[src/rtl/tl_ul_master_engine.sv]
// TileLink-UL single-beat master: turns a command stream into A-channel Get/PutFullData beats,
// tracks up to 2**SRC_SIZE in-flight accesses by source ID and returns D beats as a response stream.
module tl_ul_master_engine #(
    parameter int SRC_SIZE  = 2,
    parameter int SINK_SIZE = 2,
    parameter int BUS_SIZE  = 8,
    parameter int ADR_WIDTH = 32
) (
    input  logic                   clock,
    input  logic                   reset_n,
    // Every stream below transfers on a cycle where valid & ready are both high; a producer holds
    // valid and its payload unchanged until that cycle.
    input  logic                   cmd_valid,
    output logic                   cmd_ready,
    input  logic                   cmd_write,
    input  logic [3:0]             cmd_size,
    input  logic [ADR_WIDTH-1:0]   cmd_address,
    input  logic [BUS_SIZE-1:0]    cmd_mask,
    input  logic [8*BUS_SIZE-1:0]  cmd_data,
    input  logic                   a_ready,
    output logic                   a_valid,
    output logic [2:0]             a_bits_opcode,
    output logic [2:0]             a_bits_param,
    output logic [3:0]             a_bits_size,
    output logic [SRC_SIZE-1:0]    a_bits_source,
    output logic [ADR_WIDTH-1:0]   a_bits_address,
    output logic [BUS_SIZE-1:0]    a_bits_mask,
    output logic [8*BUS_SIZE-1:0]  a_bits_data,
    output logic                   a_bits_corrupt,
    output logic                   d_ready,
    input  logic                   d_valid,
    input  logic [2:0]             d_bits_opcode,
    input  logic [1:0]             d_bits_param,
    input  logic [3:0]             d_bits_size,
    input  logic [SRC_SIZE-1:0]    d_bits_source,
    input  logic [SINK_SIZE-1:0]   d_bits_sink,
    input  logic                   d_bits_denied,
    input  logic [8*BUS_SIZE-1:0]  d_bits_data,
    input  logic                   d_bits_corrupt,
    output logic                   rsp_valid,
    input  logic                   rsp_ready,
    output logic [SRC_SIZE-1:0]    rsp_source,
    output logic                   rsp_write,
    output logic [8*BUS_SIZE-1:0]  rsp_data,
    output logic                   rsp_error,
    output logic [SRC_SIZE:0]      outstanding,
    output logic [1:0]             err_status
);

    localparam int NSRC     = 1 << SRC_SIZE;
    localparam int DW       = 8 * BUS_SIZE;
    localparam int MAX_SIZE = $clog2(BUS_SIZE);

    logic [NSRC-1:0]       r_busy;
    logic                  r_run;
    logic                  r_a_valid;
    logic [2:0]            r_a_opcode;
    logic [3:0]            r_a_size;
    logic [SRC_SIZE-1:0]   r_a_source;
    logic [ADR_WIDTH-1:0]  r_a_address;
    logic [BUS_SIZE-1:0]   r_a_mask;
    logic [DW-1:0]         r_a_data;
    logic                  r_rsp_valid;
    logic [SRC_SIZE-1:0]   r_rsp_source;
    logic                  r_rsp_write;
    logic [DW-1:0]         r_rsp_data;
    logic                  r_rsp_error;
    logic [1:0]            r_err;

    logic                  w_any_free;
    logic [SRC_SIZE-1:0]   w_free_idx;
    logic                  w_cmd_fire;
    logic                  w_size_ok;
    logic                  w_cmd_ok;
    logic                  w_d_fire;
    logic                  w_d_hit;
    logic                  w_d_stray;
    logic                  w_d_ack;
    logic [NSRC-1:0]       w_busy_nxt;
    logic [SRC_SIZE:0]     w_count;
    logic                  w_unused;

    assign w_unused = ^{d_bits_param, d_bits_size, d_bits_sink};

    // Descending scan so the lowest clear bit wins.
    always_comb begin
        w_any_free = 1'b0;
        w_free_idx = '0;
        for (int i = NSRC - 1; i >= 0; i--) begin
            if (!r_busy[i]) begin
                w_any_free = 1'b1;
                w_free_idx = SRC_SIZE'(i);
            end
        end
    end

    // r_run keeps both ready outputs low while reset is asserted.
    assign cmd_ready  = r_run & w_any_free & (!r_a_valid | a_ready);
    assign d_ready    = r_run & (!r_rsp_valid | rsp_ready);
    assign w_cmd_fire = cmd_valid & cmd_ready;
    assign w_size_ok  = (cmd_size <= 4'(MAX_SIZE));
    assign w_cmd_ok   = w_cmd_fire & w_size_ok;
    assign w_d_fire   = d_valid & d_ready;
    assign w_d_hit    = w_d_fire & r_busy[d_bits_source];
    assign w_d_stray  = w_d_fire & !r_busy[d_bits_source];
    assign w_d_ack    = (d_bits_opcode == 3'd0);

    // Set and clear never target the same ID: set only hits a free ID, clear only a busy one.
    always_comb begin
        w_busy_nxt = r_busy;
        if (w_cmd_ok) w_busy_nxt[w_free_idx] = 1'b1;
        if (w_d_hit)  w_busy_nxt[d_bits_source] = 1'b0;
    end

    always_comb begin
        w_count = '0;
        for (int i = 0; i < NSRC; i++) begin
            w_count = w_count + (SRC_SIZE + 1)'(r_busy[i]);
        end
    end

    always_ff @(posedge clock or negedge reset_n) begin
        if (!reset_n) begin
            r_run  <= 1'b0;
            r_busy <= '0;
            r_err  <= 2'b00;
        end else begin
            r_run  <= 1'b1;
            r_busy <= w_busy_nxt;
            if (w_d_stray)               r_err[0] <= 1'b1;
            if (w_cmd_fire & !w_size_ok) r_err[1] <= 1'b1;
        end
    end

    always_ff @(posedge clock or negedge reset_n) begin
        if (!reset_n) begin
            r_a_valid   <= 1'b0;
            r_a_opcode  <= 3'd0;
            r_a_size    <= 4'd0;
            r_a_source  <= '0;
            r_a_address <= '0;
            r_a_mask    <= '0;
            r_a_data    <= '0;
        end else if (w_cmd_ok) begin
            r_a_valid   <= 1'b1;
            r_a_opcode  <= cmd_write ? 3'd0 : 3'd4;
            r_a_size    <= cmd_size;
            r_a_source  <= w_free_idx;
            r_a_address <= cmd_address;
            r_a_mask    <= cmd_mask;
            r_a_data    <= cmd_write ? cmd_data : '0;
        end else if (a_ready) begin
            r_a_valid   <= 1'b0;
        end
    end

    always_ff @(posedge clock or negedge reset_n) begin
        if (!reset_n) begin
            r_rsp_valid  <= 1'b0;
            r_rsp_source <= '0;
            r_rsp_write  <= 1'b0;
            r_rsp_data   <= '0;
            r_rsp_error  <= 1'b0;
        end else if (w_d_hit) begin
            r_rsp_valid  <= 1'b1;
            r_rsp_source <= d_bits_source;
            r_rsp_write  <= w_d_ack;
            r_rsp_data   <= w_d_ack ? '0 : d_bits_data;
            r_rsp_error  <= d_bits_denied | d_bits_corrupt;
        end else if (rsp_ready) begin
            r_rsp_valid  <= 1'b0;
        end
    end

    assign a_valid        = r_a_valid;
    assign a_bits_opcode  = r_a_opcode;
    assign a_bits_param   = 3'd0;
    assign a_bits_size    = r_a_size;
    assign a_bits_source  = r_a_source;
    assign a_bits_address = r_a_address;
    assign a_bits_mask    = r_a_mask;
    assign a_bits_data    = r_a_data;
    assign a_bits_corrupt = 1'b0;
    assign rsp_valid      = r_rsp_valid;
    assign rsp_source     = r_rsp_source;
    assign rsp_write      = r_rsp_write;
    assign rsp_data       = r_rsp_data;
    assign rsp_error      = r_rsp_error;
    assign outstanding    = w_count;
    assign err_status     = r_err;

endmodule

[config.mk]
export PLATFORM = sky130hd
export DESIGN_NAME = tl_ul_master_engine
export DESIGN_NICKNAME = d
export VERILOG_FILES = /design/src/rtl/tl_ul_master_engine.sv
export SDC_FILE = /design/constraint.sdc
export NUM_CORES = 1
export LEC_CHECK = 0
export ABC_AREA = 1
export CORE_AREA = 2 2 149 151
export DETAILED_ROUTE_END_ITERATION = 6
export DIE_AREA = 0 0 151 153
export PLACE_DENSITY = 0.75
export SETUP_SLACK_MARGIN = 0.15
export SLEW_MARGIN = 20
export SYNTH_ARGS = -nofsm -noshare
export SYNTH_HDL_FRONTEND = slang
export SYNTH_SLANG_ARGS = --single-unit
[constraint.sdc]
create_clock -name clock -period 3.8 [get_ports clock]
set_input_delay 0.57 -clock clock [delete_from_list [all_inputs] [get_ports clock]]
set_output_delay 0.57 -clock clock [all_outputs]
set_load 0.005 [all_outputs]
==> flow_metrics.tcl <==
set metrics [dict create \
    outcome "finished, final reports clean" \
    routedLengthMet1_um 9160 \
    antenna_left 0 \
    ys_seq_elements 188 \
    yosysSeqAreaShare_pct 61.5 \
    layout-drive-gt1-share_pct 6.84 \
    n_antenna_cell 0 \
    internal_power_mw 4.95 \
    critPathTopFamily "adder cells" \
    wire_per_inst_um 14.9 \
    cts.repair.resized 0 \
    rsz0062_at_grt "no" \
    synth_most_common_cell "nand2_1" \
    clockBufferDepth 2 \
    place_congestion 0.805 \
    yosysTopAreaCellShare_pct 61.5 \
    cts_made_buffers 17 \
    finalSetupViolations 0 \
    postSynthCellCount 841 \
    portBuffers 373 \
    synthTopCellsByArea "dfrtp_1 61%, nand2_1 19%, o21ai_0 6.5%" \
    final_hold_viol_count 0 \
    wl_met3_um 1640 \
    met2WireLength_um 10500 \
    clkSlewWorstSetupHoldPaths_ns 0.07 \
    p_clk_share_pct 24.5 \
    top_layer_used "met4" \
    worstMarginPinSlew_ns 0.731 \
    ir_drop_mv 0.277 \
    drt-initial-drc-count 252 \
    finalNetCount 1383 \
    synth_ff_type "dfrtp_1" \
    grtUsageTotal_pct 18.8 \
    drc_errors 0 \
    initial_core_util_pct 35.6 \
    syn_area_um2 7650 \
    grt_pass1_wl_um 34200 \
    cts.sinks 188 \
    fmax_mhz 320 \
    sequentialPowerShare_pct 41.3 \
    crit_path_start_kind "flip-flop" \
    globalRouteOverflowTotal 0 \
    crit_type "reg -> out" \
    timing.hold.ws_ns 0.174 \
    synth_top_area_cell "dfrtp_1" \
    cpPeakStageDelay_ns 0.58 \
    setup_tns_ns 0 \
    grt_pass1_vias 6395 \
    power_switching_mw 2.08 \
    synth_enable_flop_cells 0 \
    drv_cap 0 \
    dr.pass1.iters 6 \
    cts_tree "yes" \
    arrival_ns 2.56 \
    slowest_stage "clkdlybuf4s50_1" \
    synthToLayoutAreaGrowth_pct 57.8 \
    sw_frac_of_total_pct 29.6 \
    fin_crit_ns 3.13 \
    max_slew_margin_pct 51.2 \
    fill_cells 1941 \
    dp_hpwl_um 15800 \
    leakagePower_nw 5.61 \
    dieHeight_um 153 \
    vias 6611 \
    antenna_found_initial 0 \
    maxSlewViolCount 0 \
    postCtsSetupBuffers 0 \
    path_cells "inv_1 > fa_1 > inv_1 > ha_1 > ha_1 > clkdlybuf4s50_1" \
    die_x_um 151 \
    ys_types 28 \
    h-tree-depth 4 \
    finalClockSkew_ns 0.0202 \
    ys_top_cells_by_count "393 x nand2_1, 188 x dfrtp_1, 100 x o21ai_0, 20 x buf_2, 20 x clkbuf_1" \
    clkLatencyLatePin_ns 0.43 \
    crit_buf_inv 3 \
    fin_crit_sh_pct 82.3 \
    core_area_um2 21500 \
    dieArea_um2 23100 \
    grt_max_degree 140 \
    io_pins 388 \
    drt-total-wl_um 22000 \
    ctsRootBufferMaster "clkbuf_16" \
    num_rows 54 \
    worstPathRequired_ns 3.23 \
    setup.worst_path.end_class "output port" \
    p_per_area_nw_per_um2 582 \
    synth_area_per_cell_um2 9.10 \
    hp-class "in -> async" \
    vias_per_cell 4.47 \
    p_comb_share_pct 34.2 \
    synth_warnings 0 \
    postCtsHoldBufs 0 \
    worst-path-max-fanout 4 \
    synthArstFlopShare_pct 100 \
]
## metrics by stage
step	setup slack, ns	cell area, um2	cells	util (%)	power (mW)
finish	0.672	12100	1478	56.2	7.03
global route	0.533	12100	1478	56.2	7.47
CTS	0.576	12100	1478	56.2	7.13
detailed placement	0.861	11500	1446	53.6	5.38
global placement	0.881	11500	1446	53.5	5.32
floorplan	1.77	7670	846	-	3.66
## final timing paths
path / start / to / slack [ns] / cells after the start
worst max-delay path: r_busy[0] / outstanding[1] / 0.67 / 6
worst min-delay path: reset_n / rsp_data[49] / 0.17 / 1
worst max register to register: r_busy[0] / a_bits_mask[5] / 1.60 / 7
worst min register to register: err_status[0] / err_status[0] / 0.46 / 1
max in group asynchronous: reset_n / a_bits_address[30] / 2.75 / 2
min in group clock: err_status[0] / err_status[0] / 0.46 / 1
## power groups by stage
stage          logic [mW]  clock network, mW  registers, mW
2_1_floorplan       0.687                  0           2.97
3_3_place_gp         2.41                  0           2.91
3_5_place_dp         2.45                  0           2.93
4_1_cts              2.46               1.77           2.90
5_1_grt              2.65               1.85           2.98
6_report             2.40               1.72           2.90
## metal layers
layer / vias to the layer above / track usage [%]
li1: 3322 / -
met1: 3012 / 23.5
met2: 235 / 30.7
met3: 42 / 5.13
met4: 0 / 7.83
met5: - / 0
## worst register-to-register path, cell delays in order, from the launching register on
cell,delay (ns)
dfrtp_1,0.42
nand2_2,0.11
nor2_2,0.06
nor2_4,0.18
nand3_4,0.41
inv_2,0.74
nand2_1,0.15
nand2_1,0.09
## kinds of logic after synthesis
kind of cell	synth area share (%)
adders and majority gates	0.752
other	0.0981
and+or+nand+nor	22.4
AOI/OAI and AO/OA	10.1
buffers and inverters	5.26
DFF	61.5
## final cells by class
type	instances	area, um2	share of cell area (%)
Inverter	18	67.6	0.560
Multi-Input combinational cell	582	2580	21.3
Clock buffer	19	443	3.67
Timing Repair Buffer	378	3810	31.6
Sequential cell	188	4700	39.0
Clock inverter	13	124	1.03
Tap cell	280	350	2.90
## registers in the layout (all words and copies together), names as in the netlist
| name | flops |
|---|---|
| a_bits_source | 2 |
| rsp_write | 1 |
| rsp_data | 64 |
| rsp_error | 1 |
| a_bits_address | 32 |
| r_busy | 4 |
| a_bits_size | 4 |
| a_valid | 1 |
| rsp_valid | 1 |
| a_bits_data | 64 |
| a_bits_mask | 8 |
| err_status | 2 |
| a_bits_opcode | 1 |
| r_run | 1 |
| rsp_source | 2 |
## layout by cell type (no fill, tap or decap)
| master | instances |
|---|---|
| inv_6 | 4 |
| buf_4 | 3 |
| clkbuf_16 | 17 |
| o21bai_1 | 1 |
| inv_1 | 15 |
| inv_2 | 3 |
| nor2_1 | 10 |
| o21ai_1 | 19 |
| fa_1 | 1 |
| or3_4 | 1 |
| nand4_1 | 3 |
| nor2_4 | 1 |
| nand2_2 | 17 |
| nor2_2 | 2 |
| nand3_2 | 1 |
| clkinv_2 | 1 |
| inv_8 | 3 |
| o21ai_0 | 100 |
| nand3_4 | 2 |
| clkinv_8 | 1 |
| nand3_1 | 1 |
| clkbuf_1 | 1 |
| ha_1 | 3 |
| clkbuf_8 | 2 |
| clkinv_4 | 3 |
| nand2_1 | 393 |
| buf_12 | 3 |
| a21o_1 | 1 |
| o21ai_2 | 17 |
| clkinvlp_4 | 1 |
| dfrtp_1 | 188 |
| conb_1 | 7 |
| clkdlybuf4s50_1 | 371 |
| a21oi_1 | 2 |
Power figures use the tool's default switching activity.
